### config.mk
export PLATFORM = sky130hd
export DESIGN_NAME = bcd_to_bin_seq
export DESIGN_NICKNAME = d
export VERILOG_FILES = /design/src/rtl/bcd_to_bin_seq.sv
export SDC_FILE = /design/constraint.sdc
export NUM_CORES = 1
export LEC_CHECK = 0
export CAP_MARGIN = 0
export CORE_MARGIN = 4
export CORE_UTILIZATION = 52
export DETAILED_ROUTE_END_ITERATION = 7
export MAX_ROUTING_LAYER = met4
export PLACE_DENSITY = 0.77
export SYNTH_ARGS = -nofsm -noshare
export SYNTH_HDL_FRONTEND = slang
export SYNTH_SLANG_ARGS = --single-unit
### constraint.sdc
create_clock -name clk -period 1.41 [get_ports clk]
set_input_delay 0.141 -clock clk [delete_from_list [all_inputs] [get_ports clk]]
set_output_delay 0.141 -clock clk [all_outputs]
set_load 0.05 [all_outputs]
### src/rtl/bcd_to_bin_seq.sv
// Sequential packed-BCD to unsigned binary converter (reverse double-dabble).
// A start/busy/done handshake runs one shift-and-correct iteration per clock and flags bad digits or out-of-range results.
module bcd_to_bin_seq #(
  parameter int NDIGITS = 2,
  parameter int BIN_W   = 7,
  parameter int MAX_VAL = 59
) (
  input  logic                   clk,
  input  logic                   rst_n,
  input  logic                   start,
  input  logic [4*NDIGITS-1:0]   bcd_in,
  output logic                   busy,
  output logic                   done,
  output logic [BIN_W-1:0]       bin_out,
  output logic                   digit_err,
  output logic                   range_err
);

  localparam int BCD_W = 4 * NDIGITS;
  localparam int SR_W  = BCD_W + BIN_W;
  localparam int CNT_W = $clog2(BIN_W + 1);
  localparam logic [31:0] MAX_U = MAX_VAL;

  typedef enum logic [1:0] {
    S_IDLE,
    S_CONV,
    S_DONE
  } state_t;

  state_t              state_q, state_d;
  logic [CNT_W-1:0]    cnt_q, cnt_d;
  logic [SR_W-1:0]     sr_q, sr_d;
  logic                busy_q, busy_d;
  logic                done_q, done_d;
  logic [BIN_W-1:0]    bin_out_q, bin_out_d;
  logic                digit_err_q, digit_err_d;
  logic                range_err_q, range_err_d;
  logic [SR_W-1:0]     step;

  // One iteration: shift {BCD, BIN} right, then pull every digit that became >= 8 back by 3.
  function automatic logic [SR_W-1:0] dabble_step(input logic [SR_W-1:0] v);
    logic [SR_W-1:0] s;
    logic [3:0]      dig;
    s = v >> 1;
    for (int i = 0; i < NDIGITS; i++) begin
      dig = s[BIN_W + 4*i +: 4];
      if (dig >= 4'd8) begin
        s[BIN_W + 4*i +: 4] = dig - 4'd3;
      end
    end
    return s;
  endfunction

  function automatic logic any_bad_digit(input logic [BCD_W-1:0] b);
    logic bad;
    bad = 1'b0;
    for (int i = 0; i < NDIGITS; i++) begin
      if (b[4*i +: 4] > 4'd9) begin
        bad = 1'b1;
      end
    end
    return bad;
  endfunction

  function automatic logic over_limit(input logic [BIN_W-1:0] v);
    return 32'(v) > MAX_U;
  endfunction

  always_comb begin
    state_d     = state_q;
    cnt_d       = cnt_q;
    sr_d        = sr_q;
    busy_d      = busy_q;
    done_d      = 1'b0;
    bin_out_d   = bin_out_q;
    digit_err_d = digit_err_q;
    range_err_d = range_err_q;
    step        = dabble_step(sr_q);

    case (state_q)
      S_IDLE: begin
        if (start) begin
          sr_d        = {bcd_in, {BIN_W{1'b0}}};
          bin_out_d   = '0;
          digit_err_d = 1'b0;
          range_err_d = 1'b0;
          busy_d      = 1'b1;
          if (any_bad_digit(bcd_in)) begin
            // Illegal digit: skip the iterations and report straight away.
            state_d     = S_DONE;
            done_d      = 1'b1;
            digit_err_d = 1'b1;
          end else begin
            state_d = S_CONV;
            cnt_d   = CNT_W'(BIN_W);
          end
        end
      end

      S_CONV: begin
        sr_d  = step;
        cnt_d = cnt_q - CNT_W'(1);
        if (cnt_q == CNT_W'(1)) begin
          // Final iteration: the binary part of the step result is the answer.
          state_d     = S_DONE;
          done_d      = 1'b1;
          bin_out_d   = step[BIN_W-1:0];
          range_err_d = over_limit(step[BIN_W-1:0]);
        end
      end

      S_DONE: begin
        state_d = S_IDLE;
        busy_d  = 1'b0;
      end

      default: begin
        state_d = S_IDLE;
        busy_d  = 1'b0;
      end
    endcase
  end

  always_ff @(posedge clk or negedge rst_n) begin
    if (!rst_n) begin
      state_q     <= S_IDLE;
      cnt_q       <= '0;
      sr_q        <= '0;
      busy_q      <= 1'b0;
      done_q      <= 1'b0;
      bin_out_q   <= '0;
      digit_err_q <= 1'b0;
      range_err_q <= 1'b0;
    end else begin
      state_q     <= state_d;
      cnt_q       <= cnt_d;
      sr_q        <= sr_d;
      busy_q      <= busy_d;
      done_q      <= done_d;
      bin_out_q   <= bin_out_d;
      digit_err_q <= digit_err_d;
      range_err_q <= range_err_d;
    end
  end

  assign busy      = busy_q;
  assign done      = done_q;
  assign bin_out   = bin_out_q;
  assign digit_err = digit_err_q;
  assign range_err = range_err_q;

endmodule
==> results of run 1 <==
==> area by class of cell <==
class / instances / area (um^2) / share of cell area [%]
clock buffers: 7 / 55.1 / 3.01
flip-flops and latches: 30 / 752 / 41.1
repair buffers: 33 / 335 / 18.3
inverters: 7 / 26.3 / 1.44
well taps: 30 / 37.5 / 2.05
multi-input cells: 82 / 617 / 33.7
clock inverters: 1 / 5.00 / 0.274
==> Yosys cell counts, types with 2 or more instances <==
cell type                   n  area [um^2]
sky130_fd_sc_hd__buf_6      3         33.8
sky130_fd_sc_hd__a21o_1     7         52.6
sky130_fd_sc_hd__o22ai_1    8         50.1
sky130_fd_sc_hd__a21oi_1    9         45.0
sky130_fd_sc_hd__nand2_1    4         15.0
sky130_fd_sc_hd__nor2b_1    6         37.5
sky130_fd_sc_hd__nand3_1    2         10.0
sky130_fd_sc_hd__a32o_1     2         20.0
sky130_fd_sc_hd__inv_1      5         18.8
sky130_fd_sc_hd__mux2i_1    3         30.0
sky130_fd_sc_hd__nand2b_1   2         12.5
sky130_fd_sc_hd__buf_2      2         10.0
sky130_fd_sc_hd__and3_1     6         37.5
sky130_fd_sc_hd__nor2_1     2         7.51
sky130_fd_sc_hd__buf_4      2         15.0
sky130_fd_sc_hd__dfrtp_1   30          751
sky130_fd_sc_hd__a22o_1     8         70.1
sky130_fd_sc_hd__ha_1       4         50.1
sky130_fd_sc_hd__inv_2      2         7.51
sky130_fd_sc_hd__o21ai_1    3         15.0
==> state kept, by name, indices dropped and copies added, names as in the netlist <==
signal     count
bin_out        7
busy           1
cnt_q          3
digit_err      1
done           1
range_err      1
sr_q          14
state_q        2
==> worst reg2reg max path: cells and delay by family, from the launching register on <==
family | cells | cell delay (ns)
DFF | 1 | 0.41
and+or+nand+nor | 2 | 0.30
adders and majority gates | 1 | 0.21
buffers and inverters | 1 | 0.16
AOI/OAI and AO/OA | 1 | 0.15
==> kinds of logic (layout without fill, tap and decap cells) <==
logic type | Yosys count | count (layout)
AO/OA/AOI/OAI | 48 | 48
flip-flops | 30 | 30
AND/OR/NAND/NOR | 25 | 25
buffers and inverters | 15 | 48
adder cells (fa/ha/maj) | 4 | 4
multiplexers | 3 | 3
XOR/XNOR | 2 | 2
==> final timing paths <==
check                             end  depth (start not counted)       start  slack [ns]
min                           sr_q[9]                          2       rst_n        0.19
min reg2reg                bin_out[5]                          1  bin_out[5]        0.48
max reg2reg                bin_out[4]                          5    cnt_q[0]        0.07
max                        bin_out[4]                          5    cnt_q[0]        0.07
min in group clk             sr_q[11]                          3   bcd_in[4]        0.44
max in group asynchronous  state_q[1]                          2       rst_n        0.93
==> what timing repair did <==
| action | in CTS | in global routing |
|---|---|---|
| hold buffers | 0 | 0 |
| resized for setup | 1 | 3 |
| setup endpoints to repair | 2 | 14 |
| gates cloned | 0 | 0 |
| buffers inserted | 0 | 1 |
==> power breakdown <==
| part | switching, mW | internal, mW | total (mW) | leakage (nW) |
|---|---|---|---|---|
| Combinational | 0.853 | 0.767 | 1.62 | 0.517 |
| Sequential | 0.330 | 1.16 | 1.49 | 0.377 |
| Clock | 0.278 | 0.241 | 0.519 | 0.0353 |
==> routing by layer <==
metal | vias to the layer above | global-route usage, % | wire, um
met3 | 5 | 4.89 | 146
li1 | 529 | - | -
met4 | 0 | 8.05 | 33
met5 | - | - | 0
met2 | 29 | 28.5 | 1510
met1 | 530 | 24.1 | 1340
==> layout by cell type (no fill, tap or decap), types with 3 or more instances in the layout <==
cell	synthesis	final
sky130_fd_sc_hd__nor2b_1	6	5
sky130_fd_sc_hd__buf_4	2	18
sky130_fd_sc_hd__clkdlybuf4s50_1	0	10
sky130_fd_sc_hd__a21oi_1	9	9
sky130_fd_sc_hd__ha_1	4	4
sky130_fd_sc_hd__buf_12	0	5
sky130_fd_sc_hd__and3_1	6	6
sky130_fd_sc_hd__o22ai_1	8	8
sky130_fd_sc_hd__a21o_1	7	7
sky130_fd_sc_hd__nand2_1	4	4
sky130_fd_sc_hd__a22o_1	8	8
sky130_fd_sc_hd__o21ai_1	3	3
sky130_fd_sc_hd__clkbuf_4	0	5
sky130_fd_sc_hd__mux2i_1	3	3
sky130_fd_sc_hd__dfrtp_1	30	29
sky130_fd_sc_hd__inv_1	5	5
==> stage by stage <==
stage                     instance area (um^2)  cells  total power [mW]  TNS [ns]  hold WS, ns
after floorplan                           1450    127              2.62         0       -0.155
after CTS                                 1810    189              3.59         0        0.209
final                                     1830    190              3.63         0        0.190
after global routing                      1830    190              3.90         0        0.226
after detailed placement                  1750    181              3.06   -0.0345        0.466
after global placement                    1750    181              3.00   -0.0110        0.468
==> flow_metrics.tcl, run 1 <==
set metrics [dict create \
    gp_congestion 0.907 \
    drt-initial-drc-count 50 \
    drv_slew 0 \
    io_buffer_count 21 \
    netlist_instances 127 \
    type_of_origin_of_the_critical_path "flip-flop" \
    worst_slack_ns 0.0670 \
    core.rowCount 18 \
    via_count 1093 \
    num-fill-cells 205 \
    syn-mean-instance-area_um2 11.4 \
    count_of_flip_flops_with_a_built_in_enable_after_synthesis 0 \
    die_area_um2 3690 \
    final_net_count 174 \
    dpl_worst_slack_ns -0.0318 \
    ant_nets 0 \
    clock_sinks 30 \
    timing.max_slew.rel_slack_pct 75.5 \
    first_pass_iters 4 \
    core_area_um2 2570 \
    clock_tree.buffer_depth 2 \
    timing.clock.skew_ns 0.00378 \
    worst_hold_path_class "input port to asynchronous set/reset pin" \
    chipHeight_um 60.8 \
    synth_xor_xnor_area_share_pct 1.21 \
    final.period_utilization_pct 95.2 \
    finalCriticalPeriod_ns 1.34 \
    worst_path_clk_slew_ns 0.09 \
    synth_top_family_by_area "compound AO/OA/AOI/OAI gates" \
    postRouteWirelength_um 3020 \
    asyncSetResetFlopFracSynth_pct 100 \
    synth-seq-cells 30 \
    share_of_layout_cells_above_drive_strength_1_pct 25.0 \
    status "finished, final reports clean" \
    clock_tree_from_tritoncts "yes" \
    timing.max_cap.violations 0 \
    syn-num-nets 142 \
    worstPathCellList "ha_1 > nor2b_4 > buf_4 > and3_1 > a21o_1" \
    cp.arrival_ns 1.56 \
    power-per-cell-area_nw_per_um2 1980 \
    initial_utilization_pct 56.4 \
    power.ir.vdd_worst_uv 1560 \
    rsz0062_at_grt "false" \
    synth-compound-area-share_pct 24.5 \
    area_delta_synth_final_pct 26.3 \
    synth_cell_types 37 \
    grtUsageTotal_pct 18.9 \
    synth.yosys.seq_area_share_pct 51.9 \
    critical_path_class "flip-flop to flip-flop" \
    global_route.overflow_total 0 \
    num_antenna_cells 0 \
    finish.utilization_pct 71.2 \
    report.final.setup_viol 0 \
    pin_count 22 \
    tritoncts_buffers 5 \
    cp_data_required_time_ns 1.63 \
    critPathSlowestCell "sky130_fd_sc_hd__dfrtp_1" \
    timing_hold_violations_final 0 \
    worstPathBufferInverterCount 1 \
    place.detailed.hpwl_um 2180 \
    cpLargestDelayFamily "flip-flops" \
    chipWidth_um 60.8 \
    synthMuxAreaShare_pct 2.07 \
    tightest_pin_transition_ns 0.367 \
    worst_skew_pair.late_latency_ns 0.32 \
    drc 0 \
    grt_pass1_wl_um 4930 \
    wire_per_inst_um 15.9 \
    dominantRegCellSynth "sky130_fd_sc_hd__dfrtp_1" \
    worst-path-max-fanout 9 \
    synth_adder_area_share_pct 3.46 \
    avgViaCountPerCell 5.75 \
    number_of_global_route_vias_before_repair 1054 \
    synth_simple_gate_area_share_pct 10.6 \
    endpoint_kind "flip-flop" \
    power.static_leakage_nw 0.929 \
    synthesis.yosys.warnings 0 \
    antenna_found_initial 0 \
    cp_slowest_stage_delay_ns 0.41 \
    clock_tree.root_cell "sky130_fd_sc_hd__clkbuf_4" \
    h-tree-depth 2 \
    grt_start_max_net_pins 31 \
    max_freq_mhz 745 \
    mappedNetlistArea_um2 1450 \
]
Note: power is estimated with default switching activity, not from simulation.
==> run 2, diff against run 1 <==
Settings changed: CTS_BUF_LIST from default to sky130_fd_sc_hd__clkbuf_16.
==> run 2 against run 1 <==
Flip-flop and latch count unchanged. Setup slack worse by 0.022 ns. Combinational power about the same. Largest cell class unchanged.
==> flow_metrics.tcl, run 2 (synthesized netlist as in run 1, its figures left out) <==
set metrics [dict create \
    grt_pass1_wl_um 5040 \
    tightest_pin_transition_ns 0.387 \
    wire_per_inst_um 16.4 \
    drv_slew 0 \
    final-instance-count-excl-fill 190 \
    core_area_um2 2570 \
    report.final.setup_viol 0 \
    seqCellArea_um2 752 \
    cts_hold_buffers 0 \
    timing.max_slew.rel_slack_pct 74.0 \
    r2r_setup_slack_ns 0.05 \
    final_net_count 174 \
    die_area_um2 3690 \
    cp_data_required_time_ns 1.57 \
    timing.reg2reg.worst_path_depth 5 \
    finish.utilization_pct 74.0 \
    timing.max_cap.violations 0 \
    grt_start_max_net_pins 31 \
    chipWidth_um 60.8 \
    grtUsageTotal_pct 19.7 \
    worstReg2RegStart "cnt_q[0]" \
    ant_nets 0 \
    cp.arrival_ns 1.52 \
    number_of_global_route_vias_before_repair 1073 \
    largest_reg_flops 14 \
    power.ir.vdd_worst_uv 1710 \
    core.rowCount 18 \
    avgViaCountPerCell 5.83 \
    placedCellCount 181 \
    status "finished, final reports clean" \
    antenna_found_initial 0 \
    max_freq_mhz 733 \
    mostFrequentLayoutCell "sky130_fd_sc_hd__dfrtp_1" \
    share_of_layout_cells_above_drive_strength_1_pct 24.4 \
    num-fill-cells 191 \
    drc 0 \
    critical_path_class "flip-flop to flip-flop" \
    finalCriticalPeriod_ns 1.36 \
    tritoncts_buffers 5 \
    gp_congestion 0.907 \
    endpoint_kind "flip-flop" \
    fin_worst_hold_slack_ns 0.253 \
    io_buffer_count 21 \
    place.detailed.hpwl_um 2180 \
    timing.clock.skew_ns 0.00303 \
    worst_hold_path_class "input port to asynchronous set/reset pin" \
    commonest_cells_after_routing_fill_and_taps_aside "29 x sky130_fd_sc_hd__dfrtp_1, 18 x sky130_fd_sc_hd__buf_4, 10 x sky130_fd_sc_hd__clkdlybuf4s50_1, 9 x sky130_fd_sc_hd__a21oi_1" \
    clock_tree.root_cell "sky130_fd_sc_hd__clkbuf_16" \
    power.static_leakage_nw 0.964 \
    num_antenna_cells 0 \
    totalNegativeSetupSlack_ns 0 \
    pin_count 22 \
    rsz0062_at_grt "true" \
    worst_path_clk_slew_ns 0.05 \
    clock_tree_from_tritoncts "yes" \
    first_pass_iters 4 \
    initial_utilization_pct 56.4 \
    postRouteWirelength_um 3120 \
    multiInputGateArea_um2 612 \
    clock_sinks 30 \
    area_delta_synth_final_pct 31.3 \
    chipHeight_um 60.8 \
    worst-path-max-fanout 9 \
    clock_tree.buffer_depth 2 \
    largest_register "sr_q" \
    power-per-cell-area_nw_per_um2 2150 \
    drt-initial-drc-count 46 \
    timing_hold_violations_final 0 \
    global_route.overflow_total 0 \
    type_of_origin_of_the_critical_path "flip-flop" \
    final.period_utilization_pct 96.8 \
    h-tree-depth 2 \
    critical_path.reg2reg.endpoint "bin_out[4]" \
    worst_skew_pair.late_latency_ns 0.27 \
    via_count 1107 \
]
==> run 2: metrics by stage <==
step / power [mW] / setup WS, ns / cell area [um^2]
6_report: 4.08 / 0.0454 / 1900
5_1_grt: 4.34 / -0.00739 / 1900
4_1_cts: 4.05 / 0.0334 / 1890
3_5_place_dp: 3.06 / -0.0318 / 1750
3_3_place_gp: 3.00 / -0.0110 / 1750
2_1_floorplan: 2.62 / 0.132 / 1450
==> run 2: how the worst max path moves through the flow <==
stage,cells past startpoint,slack [ns],to,startpoint
final,5,0.05,bin_out[4],cnt_q[0]
after global routing,5,-0.007,bin_out[6],cnt_q[0]
after CTS,5,0.03,bin_out[4],cnt_q[0]
after detailed placement,5,-0.03,range_err,start
after global placement,4,-0.01,digit_err,start
after floorplan,5,0.13,bin_out[2],cnt_q[0]
==> run 2: per-layer routing <==
layer	vias up	global-route usage [%]	part of all wire, %
met3	7	5.96	4.3
met4	0	9.60	1.9
met2	26	29.2	48
met1	541	24.3	46
met5	-	-	0
li1	533	-	-
==> run 2: final cells by class <==
| type | count | area share [%] |
|---|---|---|
| sequential | 30 | 39.6 |
| timing repair buffer | 33 | 17.6 |
| tap | 30 | 1.97 |
| clock buffer | 5 | 6.58 |
| multi-input combinational | 82 | 32.2 |
| clock inverter | 3 | 0.658 |
| inverter | 7 | 1.38 |
==> run 2: timing repair <==
action / 4_1_cts / 5_1_grt
endpoints found under the setup margin: 1 / 10
gates resized for setup: 1 / 2
setup buffers: 0 / 1
==> run 2: critical path: stages, from the launching register on <==
cell and delay [ns]:
sky130_fd_sc_hd__dfrtp_1 0.40, sky130_fd_sc_hd__ha_1 0.20, sky130_fd_sc_hd__nor2b_2 0.17, sky130_fd_sc_hd__buf_4 0.17, sky130_fd_sc_hd__and3_1 0.16, sky130_fd_sc_hd__a21o_1 0.15
==> run 2: power breakdown <==
part | leakage [nW] | internal, mW | switching (mW) | total (mW)
registers | 0.377 | 1.16 | 0.327 | 1.49
logic | 0.515 | 0.759 | 0.860 | 1.62
clock network | 0.0724 | 0.634 | 0.335 | 0.969
total | 0.964 | 2.56 | 1.52 | 4.08
